**src/rtl/latency_mc_pkg.sv**
```systemverilog
// Shared types, default sizes and saturating arithmetic helpers for latency_mc.
package latency_mc_pkg;

   localparam int unsigned DEF_N  = 4;
   localparam int unsigned DEF_W  = 32;
   localparam int unsigned DEF_PW = 8;

   // Widest counter the helpers can handle.
   localparam int unsigned MAXW = 64;

   typedef logic [DEF_W-1:0]  cnt_t;
   typedef logic [DEF_PW-1:0] pend_t;
   typedef logic [MAXW-1:0]   wide_t;
   typedef logic [MAXW:0]     sat_t;   // {sat_flag, sum}

   // Adds a and b, clipping to the all-ones value of a width-bit counter.
   // The top bit of the result is set when clipping occurred.
   function automatic sat_t sat_add(input wide_t a, input wide_t b, input int unsigned width);
      sat_t  sum;
      wide_t lim;
      lim = (width >= MAXW) ? '1 : ((wide_t'(1) << width) - wide_t'(1));
      sum = {1'b0, a} + {1'b0, b};
      if (sum > {1'b0, lim})
         sat_add = {1'b1, lim};
      else
         sat_add = sum;
   endfunction

   // Saturating increment by the given single-bit amount.
   function automatic sat_t sat_inc(input wide_t a, input logic en, input int unsigned width);
      sat_inc = sat_add(a, wide_t'(en), width);
   endfunction

endpackage

```
**src/rtl/latency_mc_chan.sv**
```systemverilog
// One channel of the latency monitor: issue/retire/aggregate counters,
// pending tracker, high-water mark and sticky overflow/underflow flags.
module latency_mc_chan
   import latency_mc_pkg::*;
#(
   parameter int unsigned W  = DEF_W,
   parameter int unsigned PW = DEF_PW
) (
   input  logic          clk,
   input  logic          rst,
   input  logic          issue,
   input  logic          retire,
   input  logic          clear,
   input  logic          freeze,
   output logic [W-1:0]  issue_cnt_r,
   output logic [W-1:0]  retire_cnt_r,
   output logic [W-1:0]  aggregate_cnt_r,
   output logic [PW-1:0] pending_cnt_r,
   output logic [PW-1:0] hwm_r,
   output logic          ovf_r,
   output logic          unf_r
);

   logic          pend_full;
   logic          pend_empty;
   logic          up;
   logic          dn;
   logic          pend_ovf;
   logic          pend_unf;
   logic          retire_ok;
   logic [PW-1:0] pend_w;
   logic [PW-1:0] hwm_w;
   sat_t          iss_sum;
   sat_t          ret_sum;
   sat_t          agg_sum;
   logic          iss_ovf;
   logic          ret_ovf;
   logic          agg_ovf;

   // Next pending value and saturating next-state of every counter.
   always_comb begin
      pend_full  = &pending_cnt_r;
      pend_empty = (pending_cnt_r == '0);
      up         = issue & ~retire;
      dn         = retire & ~issue;
      pend_ovf   = up & pend_full;
      pend_unf   = dn & pend_empty;
      retire_ok  = retire & ~pend_unf;

      pend_w = pending_cnt_r;
      if (up && !pend_full)
         pend_w = pending_cnt_r + PW'(1);
      else if (dn && !pend_empty)
         pend_w = pending_cnt_r - PW'(1);

      hwm_w = (pend_w > hwm_r) ? pend_w : hwm_r;

      iss_sum = sat_inc(wide_t'(issue_cnt_r), issue, W);
      ret_sum = sat_inc(wide_t'(retire_cnt_r), retire_ok, W);
      agg_sum = sat_add(wide_t'(aggregate_cnt_r), wide_t'(pend_w), W);

      // Above bit W only the clip flag can ever be set, so OR-ing the
      // whole upper range yields the flag.
      iss_ovf = |iss_sum[MAXW:W];
      ret_ovf = |ret_sum[MAXW:W];
      agg_ovf = |agg_sum[MAXW:W];
   end

   // Channel state update; clear behaves as a channel-local reset.
   always_ff @(posedge clk) begin
      if (rst || clear) begin
         issue_cnt_r     <= '0;
         retire_cnt_r    <= '0;
         aggregate_cnt_r <= '0;
         pending_cnt_r   <= '0;
         hwm_r           <= '0;
         ovf_r           <= 1'b0;
         unf_r           <= 1'b0;
      end else begin
         pending_cnt_r <= pend_w;
         unf_r         <= unf_r | pend_unf;
         ovf_r         <= ovf_r | pend_ovf | (~freeze & (iss_ovf | ret_ovf | agg_ovf));
         if (!freeze) begin
            issue_cnt_r     <= iss_sum[W-1:0];
            retire_cnt_r    <= ret_sum[W-1:0];
            aggregate_cnt_r <= agg_sum[W-1:0];
            hwm_r           <= hwm_w;
         end
      end
   end

endmodule

```
**src/rtl/latency_mc.sv**
```systemverilog
// Multi-channel transaction latency monitor: N independent channels whose
// registered outputs are packed channel 0 in the least significant slice.
module latency_mc
   import latency_mc_pkg::*;
#(
   parameter int unsigned N  = DEF_N,
   parameter int unsigned W  = DEF_W,
   parameter int unsigned PW = DEF_PW
) (
   input  logic            clk,
   input  logic            rst,
   input  logic [N-1:0]    issue,
   input  logic [N-1:0]    retire,
   input  logic [N-1:0]    clear,
   input  logic            freeze,
   output logic [N*W-1:0]  issue_cnt_r,
   output logic [N*W-1:0]  retire_cnt_r,
   output logic [N*W-1:0]  aggregate_cnt_r,
   output logic [N*PW-1:0] pending_cnt_r,
   output logic [N*PW-1:0] hwm_r,
   output logic [N-1:0]    ovf_r,
   output logic [N-1:0]    unf_r
);

   if (PW > W || N < 1 || PW < 1 || W > MAXW) begin : g_param_check
      $error("latency_mc: illegal parameters (need N>=1, 1<=PW<=W<=64)");
   end

   logic [W-1:0]  ic  [N];
   logic [W-1:0]  rc  [N];
   logic [W-1:0]  ag  [N];
   logic [PW-1:0] pc  [N];
   logic [PW-1:0] hw  [N];

   for (genvar i = 0; i < N; i++) begin : g_chan
      latency_mc_chan #(
         .W  (W),
         .PW (PW)
      ) u_chan (
         .clk             (clk),
         .rst             (rst),
         .issue           (issue[i]),
         .retire          (retire[i]),
         .clear           (clear[i]),
         .freeze          (freeze),
         .issue_cnt_r     (ic[i]),
         .retire_cnt_r    (rc[i]),
         .aggregate_cnt_r (ag[i]),
         .pending_cnt_r   (pc[i]),
         .hwm_r           (hw[i]),
         .ovf_r           (ovf_r[i]),
         .unf_r           (unf_r[i])
      );
   end

   // Pack per-channel registers onto the flat output buses.
   always_comb begin
      issue_cnt_r     = '0;
      retire_cnt_r    = '0;
      aggregate_cnt_r = '0;
      pending_cnt_r   = '0;
      hwm_r           = '0;
      for (int unsigned i = 0; i < N; i++) begin
         issue_cnt_r[i*W +: W]     = ic[i];
         retire_cnt_r[i*W +: W]    = rc[i];
         aggregate_cnt_r[i*W +: W] = ag[i];
         pending_cnt_r[i*PW +: PW] = pc[i];
         hwm_r[i*PW +: PW]         = hw[i];
      end
   end

endmodule

```
**config.mk**
```make
export PLATFORM = sky130hd
export DESIGN_NAME = latency_mc
export DESIGN_NICKNAME = d
export VERILOG_FILES = /design/src/rtl/latency_mc_pkg.sv /design/src/rtl/latency_mc_chan.sv /design/src/rtl/latency_mc.sv
export SDC_FILE = /design/constraint.sdc
export NUM_CORES = 1
export LEC_CHECK = 0
export ABC_AREA = 1
export BUFFER_PORTS_ARGS = -buffer_cell sky130_fd_sc_hd__buf_2
export CAP_MARGIN = 10
export CELL_PAD_IN_SITES_DETAIL_PLACEMENT = 0
export CELL_PAD_IN_SITES_GLOBAL_PLACEMENT = 1
export CORE_AREA = 2 2 244 294
export CTS_CLUSTER_SIZE = 25
export DETAILED_ROUTE_END_ITERATION = 10
export DIE_AREA = 0 0 246 296
export PLACE_DENSITY_LB_ADDON = 0.15
export SYNTH_ARGS = -nofsm -noshare
export SYNTH_HDL_FRONTEND = slang
export SYNTH_SLANG_ARGS = --single-unit
```
**constraint.sdc**
```tcl
create_clock -name clk -period 9.3 [get_ports clk]
set_input_delay 0.93 -clock clk [delete_from_list [all_inputs] [get_ports clk]]
set_output_delay 0.93 -clock clk [all_outputs]
set_load 0.01 [all_outputs]
```
==> metrics <==
status=finished, final reports clean; via count=31,700; WP data arrival=4.85 ns; clk root buf=clkbuf_16; placed cells=just over 6,000; Crit Path Max Fanout=25; post-CTS resize count=0; DR DRC count=0; drt pass-1 iters=7; Layout Cells excl Fill=6,148; final worst slack=4.96 ns; worst hold start=g_chan[1].u_chan.unf_r; worst hold slack=0.468 ns; post-layout min period=roughly 4.3 ns; Max Cap Viol=0; hold_buf cts=0; ys flop type=dfxtp_1; CORE AREA=70,300 sq um; die area=72,800 sq um; P per Cell Area=about 150 nW/um^2; Die H=296 um; Final Max Slew Viols=0; Site Rows=107; worst skew pair latency=0.62 ns; Synth Warn #=0; CTS max path bufs=3; Synth Area in Compound Gates=12.2%; syn avg cell area=around 6.3 sq um; Slew headroom=27.5%; area of the multi-input gates=approximately 18,000 sq um; Seq/Total Area, Yosys=29.9%; Ports=471; hold path depth=2; first-pass GRT wire length=161,000 um; simple-gate area share of the yosys netlist=34.9%; Synth async-reset ratio=0%; reg2reg path depth=19; design area=about 35,000 sq um; Post CTS Setup Buffer Count=0; routed length per instance=approximately 17 um; vias in the first global route=a little under 30,000; Mapped Area=between 30,000 and 40,000 sq um; HPWL Detailed=74,800 um; Yosys cell types=51; CTS sink count=456; Post-synth EDFFs=0; Leakage=around 17 nW; Setup violations, final=0; Area growth syn-to-layout=16.0%; H-tree depth=2; CP Capture Type=register; Fin Clk Skew=0.0139 ns; placed instance area=33,400 sq um; Final Hold Fails=0; Crit Path Class=reg -> reg; mux cell area share after synthesis=0%; Fin Setup TNS=0 ns; fraction of layout cells with a size suffix above 1=13.4%; Critical Path Start Type=register; total global-route track usage=roughly 27%; dpl ws=around 4.7 ns; DR iter-0 viols=1,923; Period Utilization, post-route=46.7%; gr ovfl total=0; syn_nets=4,929; initial antenna violation count=1; post-route antenna net violation count=0; Max Fclk=230 MHz; clock-pin slew of the registers on the worst-case setup and hold paths=0.06 ns; Post-Synth XOR/XNOR Area=7.93%; Critical R2R Capture=g_chan[1].u_chan.aggregate_cnt_r[13]; total CTS buffers=55; Initial Util=a little over two fifths; Hold Path Class=reg -> reg; Synth Register Bits=456; largest net degree at the start of global routing=217; reg2reg start=g_chan[1].u_chan.pending_cnt_r[0]; critical path data required time=9.81 ns; Worst VDD drop=roughly 0.0002 V; Worst Max-Slew Pin Slew=1.08 ns; vias per cell=5.15; Die W=246 um; final WL=102,000 um; r2r setup slk=4.96 ns; GP Congestion=0.925; RSZ-0062 raised after global routing=no; Layout fillers=7,576; main combinational cell family by area after synthesis=simple AND/OR/NAND/NOR gates; TritonCTS clock tree=done; Post-Synthesis Cells=4,815; Hold Crit Endpoint=g_chan[1].u_chan.unf_r; Port Buffer Count=470; Final #Nets=5,292; Adder-Cell Fraction of Synth Area=4.16%; FF+latch area=9130 sq um
kinds of logic after synthesis:
kind of cell	count (synthesis)
AOI/OAI and AO/OA	681
xor gates and xnor gates	276
adders and majority gates	99
buffers and inverters	854
DFF	456
and+or+nand+nor	2449
Yosys cell counts, types with 3 or more instances:
library cell,number,area [sq um]
a21oi_1,216,1080
a21oi_2,8,70.1
a31oi_1,142,888
a41oi_1,6,52.6
and2_1,7,43.8
and3_1,3,18.8
buf_1,17,63.8
buf_2,28,140
buf_4,13,97.6
buf_6,5,56.3
clkbuf_1,115,432
clkinv_1,3,11.3
dfxtp_1,456,9130
fa_1,4,80.1
ha_1,95,1190
inv_1,643,2410
inv_2,29,109
nand2_1,1161,4360
nand2_2,14,87.6
nand3_1,403,2020
nand3_2,3,30.0
nand3b_1,8,60.1
nand4_1,117,732
nand4_2,9,113
nor2_1,539,2020
nor2_2,23,144
nor2_4,7,78.8
nor3_1,126,631
nor3_2,11,110
nor4_1,4,25.0
o211ai_1,12,90.1
o21ai_0,276,1380
o21ai_1,9,45.0
o21bai_1,5,37.5
or2_1,3,18.8
xnor2_1,76,666
xor2_1,200,1750
layer usage:
metal  wire length (um)  track usage, %  vias to the layer above
li1                   -               -                    16300
met1              44000            33.9                    14500
met3               6450            5.78                      156
met5                  0               0                        -
met2              48800            46.6                      726
met4               3010            8.43                        0
final cells by class:
class	instances	area share (%)
clock inverter	30	1.32
sequential	456	25.8
clock buffer	69	4.30
timing repair buffer	484	7.00
tap	926	3.28
inverter	676	7.20
multi-input combinational	3505	51.1
antenna	2	0.0141
worst max path at each step:
stage | slack, ns | cells past startpoint | endpoint | start
final | 4.96 | 19 | g_chan[1].u_chan.aggregate_cnt_r[13] | g_chan[1].u_chan.pending_cnt_r[0]
after global routing | 4.44 | 19 | g_chan[1].u_chan.aggregate_cnt_r[17] | g_chan[1].u_chan.pending_cnt_r[0]
after CTS | 4.97 | 19 | g_chan[1].u_chan.aggregate_cnt_r[13] | g_chan[1].u_chan.pending_cnt_r[0]
after detailed placement | 4.67 | 18 | g_chan[1].u_chan.aggregate_cnt_r[15] | issue[1]
after global placement | 4.74 | 18 | g_chan[1].u_chan.aggregate_cnt_r[14] | issue[1]
after floorplan | 5.88 | 20 | g_chan[2].u_chan.aggregate_cnt_r[20] | retire[2]
layout by cell type, fill, tap and decap left out, types with 76 or more instances in the layout:
cell	instances
ha_1	95
buf_2	469
xor2_1	200
xnor2_1	76
nand3_1	403
nand2_1	1161
inv_1	643
nand4_1	117
nor2_1	535
dfxtp_1	456
o21ai_0	276
nor3_1	126
a21oi_1	216
a31oi_1	142
worst max-delay path, stage by stage (launching register included):
cell and delay (ns):
dfxtp_1 0.38, inv_1 0.13, ha_1 0.22, nand3_1 0.11
nor2_1 0.06, nor2_1 0.50, inv_1 0.13, nand2_1 0.10
xor2_1 0.30, inv_1 0.08, ha_1 0.22, fa_1 0.41
nand3_1 0.10, nand2_1 0.14, nand3_1 0.14, nand2_2 0.09
nand4_2 0.46, clkinv_1 0.44, nor2_1 0.19, nor2_1 0.05
through the flow:
| step | power (mW) | util [%] |
|---|---|---|
| finish | 5.30 | 50.3 |
| global placement | 2.92 | 47.5 |
| floorplan | 2.67 | - |
| global route | 5.54 | 50.3 |
| detailed placement | 2.92 | 47.5 |
| CTS | 5.36 | 50.3 |
report_power, final:
part	leakage, nW	switching, mW	internal [mW]
clock	0.964	0.937	1.48
combinational	12.0	0.478	0.259
sequential	3.72	0.112	2.03
total	16.6	1.53	3.78
flip-flops by register name, indices dropped and copies added (netlist names):
register / flops
g_chan.u_chan.aggregate_cnt_r: 128
g_chan.u_chan.hwm_r: 32
g_chan.u_chan.issue_cnt_r: 128
g_chan.u_chan.ovf_r: 4
g_chan.u_chan.pending_cnt_r: 32
g_chan.u_chan.retire_cnt_r: 128
g_chan.u_chan.unf_r: 4
(Power assumes the default switching activity.)
